<file path="src/rtl/uart_transmitter.sv">
// 8N1 UART transmitter with a one-entry holding register, clocked by the 16x baud clock.
// All outputs, including the serial line, come straight from flops.
module uart_transmitter #(
  parameter int CLKS_PER_BIT = 16,
  parameter int DATA_BITS    = 8,
  parameter int STOP_BITS    = 1
) (
  input  logic                 Clk_16_9600,
  input  logic                 reset,
  input  logic [DATA_BITS-1:0] TX_DATA,
  input  logic                 TX_EN,
  output logic                 TX_STATUS,
  output logic                 TX_BUSY,
  output logic                 UART_TX
);

  localparam int STOP_CLKS = STOP_BITS * CLKS_PER_BIT;
  localparam int CNT_W     = (STOP_CLKS > 1) ? $clog2(STOP_CLKS) : 1;
  localparam int BIT_W     = $clog2(DATA_BITS + 1);

  localparam logic [CNT_W-1:0] BIT_LAST  = CNT_W'(CLKS_PER_BIT - 1);
  localparam logic [CNT_W-1:0] STOP_LAST = CNT_W'(STOP_CLKS - 1);
  localparam logic [BIT_W-1:0] DATA_LAST = BIT_W'(DATA_BITS - 1);

  typedef enum logic [1:0] {IDLE, START, DATA, STOP} state_t;

  state_t               state_reg;
  logic [CNT_W-1:0]     clk_cnt_reg;
  logic [BIT_W-1:0]     bit_cnt_reg;
  logic [DATA_BITS-1:0] hold_reg;
  logic [DATA_BITS-1:0] shift_reg;
  logic [DATA_BITS-1:0] shift_next;
  logic                 hold_valid_reg;
  logic                 tx_status_reg;
  logic                 tx_busy_reg;
  logic                 uart_tx_reg;
  logic                 accept;

  // tx_status_reg mirrors ~hold_valid_reg, so an accept never coincides with a transfer.
  assign accept     = TX_EN & tx_status_reg;
  assign shift_next = shift_reg >> 1;

  assign TX_STATUS = tx_status_reg;
  assign TX_BUSY   = tx_busy_reg;
  assign UART_TX   = uart_tx_reg;

  always_ff @(posedge Clk_16_9600) begin
    if (reset) begin
      state_reg      <= IDLE;
      clk_cnt_reg    <= '0;
      bit_cnt_reg    <= '0;
      hold_reg       <= '0;
      shift_reg      <= '0;
      hold_valid_reg <= 1'b0;
      tx_status_reg  <= 1'b1;
      tx_busy_reg    <= 1'b0;
      uart_tx_reg    <= 1'b1;
    end else begin
      if (accept) begin
        hold_reg       <= TX_DATA;
        hold_valid_reg <= 1'b1;
        tx_status_reg  <= 1'b0;
      end

      case (state_reg)
        IDLE: begin
          uart_tx_reg <= 1'b1;
          clk_cnt_reg <= '0;
          bit_cnt_reg <= '0;
          if (hold_valid_reg) begin
            shift_reg      <= hold_reg;
            hold_valid_reg <= 1'b0;
            tx_status_reg  <= 1'b1;
            tx_busy_reg    <= 1'b1;
            uart_tx_reg    <= 1'b0;
            state_reg      <= START;
          end
        end

        START: begin
          if (clk_cnt_reg == BIT_LAST) begin
            clk_cnt_reg <= '0;
            bit_cnt_reg <= '0;
            uart_tx_reg <= shift_reg[0];
            state_reg   <= DATA;
          end else begin
            clk_cnt_reg <= clk_cnt_reg + CNT_W'(1);
          end
        end

        DATA: begin
          if (clk_cnt_reg == BIT_LAST) begin
            clk_cnt_reg <= '0;
            if (bit_cnt_reg == DATA_LAST) begin
              bit_cnt_reg <= '0;
              uart_tx_reg <= 1'b1;
              state_reg   <= STOP;
            end else begin
              bit_cnt_reg <= bit_cnt_reg + BIT_W'(1);
              shift_reg   <= shift_next;
              uart_tx_reg <= shift_next[0];
            end
          end else begin
            clk_cnt_reg <= clk_cnt_reg + CNT_W'(1);
          end
        end

        STOP: begin
          if (clk_cnt_reg == STOP_LAST) begin
            clk_cnt_reg <= '0;
            // A held byte starts its frame immediately, with no idle bit in between.
            if (hold_valid_reg) begin
              shift_reg      <= hold_reg;
              hold_valid_reg <= 1'b0;
              tx_status_reg  <= 1'b1;
              uart_tx_reg    <= 1'b0;
              state_reg      <= START;
            end else begin
              tx_busy_reg <= 1'b0;
              uart_tx_reg <= 1'b1;
              state_reg   <= IDLE;
            end
          end else begin
            clk_cnt_reg <= clk_cnt_reg + CNT_W'(1);
          end
        end

        default: state_reg <= IDLE;
      endcase
    end
  end

endmodule
</file>
<file path="config.mk">
export PLATFORM = sky130hd
export DESIGN_NAME = uart_transmitter
export DESIGN_NICKNAME = d
export VERILOG_FILES = /design/src/rtl/uart_transmitter.sv
export SDC_FILE = /design/constraint.sdc
export NUM_CORES = 1
export LEC_CHECK = 0
export CAP_MARGIN = 10
export CORE_MARGIN = 2
export CORE_UTILIZATION = 45
export DETAILED_ROUTE_END_ITERATION = 10
export PLACE_DENSITY = 0.62
export SYNTH_ARGS = -nofsm -noshare
export SYNTH_HDL_FRONTEND = slang
export SYNTH_SLANG_ARGS = --single-unit
</file>
<file path="constraint.sdc">
create_clock -name Clk_16_9600 -period 3.47 [get_ports Clk_16_9600]
set_input_delay 0.347 -clock Clk_16_9600 [delete_from_list [all_inputs] [get_ports Clk_16_9600]]
set_output_delay 0.347 -clock Clk_16_9600 [all_outputs]
set_load 0.005 [all_outputs]
</file>
==> flow_metrics.env <==
export IMPL_initial_core_util_pct=46.6
export IMPL_crit_type="flop to flop"
export IMPL_worstPathArrival_ns=2.59
export IMPL_clock_latency_ns=0.34
export IMPL_grt_most_used_layer="met2"
export IMPL_synthAdderAreaFrac_pct=7.31
export IMPL_finalSetupTns_ns=0
export IMPL_r2r_end="shift_reg[5]"
export IMPL_use_met3_pct=6.13
export IMPL_synth_top_family_by_area="simple AND/OR/NAND/NOR gates"
export IMPL_overflow=0
export IMPL_peakVddDrop_uv=476
export IMPL_drv_cap=0
export IMPL_layout_common_cells="dfxtp_1, a21oi_1, nor2_1"
export IMPL_synth_edff_count=0
export IMPL_routed_wl_microns=2920
export IMPL_tightest_slew_ns=0.835
export IMPL_grt_max_degree=25
export IMPL_h_tree_depth=2
export IMPL_cts_buffer_depth=2
export IMPL_use_met2_pct=26.3
export IMPL_syn_inst=167
export IMPL_crit_required_ns=3.70
export IMPL_cp_num_buf_inv=1
export IMPL_hp_class="flop to flop"
export IMPL_fin_nets=200
export IMPL_seqCellArea_sq_um=601
export IMPL_yosysWarnings=0
export IMPL_hold_depth=1
export IMPL_crit_family="adder cells"
export IMPL_yosysUniqueCellTypes=39
export IMPL_drt_iter0_drc=61
export IMPL_drtPass1Iterations=4
export IMPL_clock_fmax_ghz=0.424
export IMPL_antenna_left=0
export IMPL_grt_pass1_vias=1133
export IMPL_grt_met1_usage_pct=19.8
export IMPL_place_congestion=0.767
export IMPL_grt_use_total_pct=16.3
export IMPL_num_rows=21
export IMPL_rr_worst_depth=5
export IMPL_die_h_microns=62.5
export IMPL_synth_nets=187
export IMPL_wl_per_cell_microns=12.9
export IMPL_dpl_hpwl_microns=2180
export IMPL_critical_path_max_stage_delay_ns=0.64
export IMPL_die_area_sq_mm=0.00391
export IMPL_vias_per_cell=5.22
export IMPL_synth_flop_cell="dfxtp_1"
export IMPL_hold_start="clk_cnt_reg[0]"
export IMPL_max_slew_margin_pct=44.1
export IMPL_timing_rr_start="state_reg[0]"
export IMPL_rsz0062_at_grt="false"
export IMPL_layout_commonest_cell="dfxtp_1"
export IMPL_ys_seq_area_share_pct=39.0
export IMPL_drive_gt1_share_pct=12.2
export IMPL_syn_area_sq_mm=0.00154
export IMPL_grt_first_pass_wirelength_microns=5080
export IMPL_area_delta_synth_final_pct=15.1
export IMPL_root_buffer="clkbuf_4"
export IMPL_drc=0
export IMPL_fin_skew_ns=0.0121
export IMPL_antenna_found_initial=0
export IMPL_synth_xor_area_share_pct=1.14
export IMPL_min_period_ns=2.36
export IMPL_numPortBuffers=13
export IMPL_hold_viol_final=0
export IMPL_cts_setup_buffers=0
export IMPL_path_cells="inv_1 -> ha_1 -> nand2_1 -> o31ai_4 -> mux2_2"
export IMPL_numClockSinks=30
export IMPL_ff2ff_setup_slack_ns=1.11
export IMPL_vias=1186
export IMPL_synth_compound_area_share_pct=17.6
export IMPL_cts_hold_buf=0
export IMPL_die_w_microns=62.5
export IMPL_multiInputGateArea_sq_um=873
export IMPL_finish_utilization_pct=53.6
export IMPL_crit_fanout=16
export IMPL_avgSynthCellArea_sq_um=9.23
export IMPL_finalMaxSlewViolations=0
export IMPL_cts_tree="built"
export IMPL_start_kind="flop"
export IMPL_min_to="clk_cnt_reg[0]"
export IMPL_core_sq_mm=0.00331
export IMPL_synthMuxAreaShare_pct=10.3
export IMPL_ys_seq_elements=30
export IMPL_slowest_stage="ha_1"
export IMPL_end_kind="flop"
export IMPL_ioPinCount=14
export IMPL_clkTransAtPathRegs_ns=0.10
export IMPL_setup_viol=0
export IMPL_fin_crit_sh_pct=67.9
export IMPL_status="completed"
export IMPL_powerDensity_mw_per_mm2=683
export IMPL_place_ws_ns=1.11
export IMPL_synthSimpleGateAreaFrac_pct=20.3
export IMPL_fill_cells=329
export IMPL_fin_ws_ns=1.11
export IMPL_leakagePower_nw=0.648
export IMPL_async_flop_share_pct=0
export IMPL_cts_resized=0
export IMPL_cts_made_buffers=5
export IMPL_diodes=0
-- layout make-up --
class                           instances  area share, %
Clock buffer                            5           2.12
Clock inverter                          3           2.54
Inverter                                6           1.27
Multi-Input combinational cell        123           49.2
Sequential cell                        30           33.9
Tap cell                               46           3.24
Timing Repair Buffer                   14           7.76
-- power breakdown --
part | total [mW] | leakage (nW) | internal (mW) | switching (mW)
Clock | 0.279 | 0.0374 | 0.151 | 0.128
Combinational | 0.482 | 0.366 | 0.221 | 0.260
Sequential | 0.452 | 0.244 | 0.396 | 0.0558
-- layer usage --
| metal | share of wire (%) | routed length [microns] | vias to the layer above |
|---|---|---|---|
| met4 | 1.3 | 38 | 0 |
| li1 | - | - | 614 |
| met5 | 0 | 0 | - |
| met3 | 4.2 | 124 | 4 |
| met1 | 47 | 1360 | 546 |
| met2 | 48 | 1400 | 22 |
-- synth_stat cells (2+ instances only) --
master | count | area, sq um
dfxtp_1 | 30 | 601
nand2_1 | 13 | 48.8
inv_1 | 6 | 22.5
nor2b_1 | 10 | 62.6
mux2i_1 | 8 | 80.1
mux2_2 | 7 | 78.8
a221oi_1 | 2 | 17.5
o21ai_0 | 3 | 15.0
clkbuf_1 | 3 | 11.3
ha_1 | 9 | 113
buf_2 | 3 | 15.0
nand2b_1 | 3 | 18.8
or3_1 | 4 | 25.0
a21oi_1 | 16 | 80.1
o22ai_1 | 2 | 12.5
nand3_1 | 11 | 55.1
nor2_1 | 15 | 56.3
-- worst max path at each step --
stage / from / end / slack [ns] / cells after the start
3_5_place_dp: state_reg[0] / shift_reg[2] / 1.11 / 5
2_1_floorplan: state_reg[0] / state_reg[0] / 1.61 / 7
6_report: state_reg[0] / shift_reg[5] / 1.11 / 5
5_1_grt: state_reg[0] / shift_reg[5] / 0.95 / 5
4_1_cts: state_reg[0] / shift_reg[5] / 1.10 / 5
3_3_place_gp: state_reg[0] / shift_reg[3] / 1.23 / 5
-- per-stage QoR --
| step | area (sq um) | hold WS (ns) | total power, mW | instances |
|---|---|---|---|---|
| floorplan | 1540 | 0.418 | 0.830 | 167 |
| global placement | 1690 | 0.428 | 0.924 | 219 |
| global route | 1770 | 0.495 | 1.31 | 227 |
| finish | 1770 | 0.461 | 1.21 | 227 |
| detailed placement | 1690 | 0.446 | 0.940 | 219 |
| CTS | 1770 | 0.466 | 1.22 | 227 |
-- cell families (layout without fill, tap and decap cells) --
| family | after synthesis | count (layout) |
|---|---|---|
| simple gates | 62 | 62 |
| compound gates | 35 | 35 |
| flops | 30 | 30 |
| mux | 15 | 15 |
| buf+inv | 14 | 28 |
| fa+ha+maj | 9 | 9 |
| xor+xnor | 2 | 2 |
No activity file was read; power rests on OpenSTA's default activity.
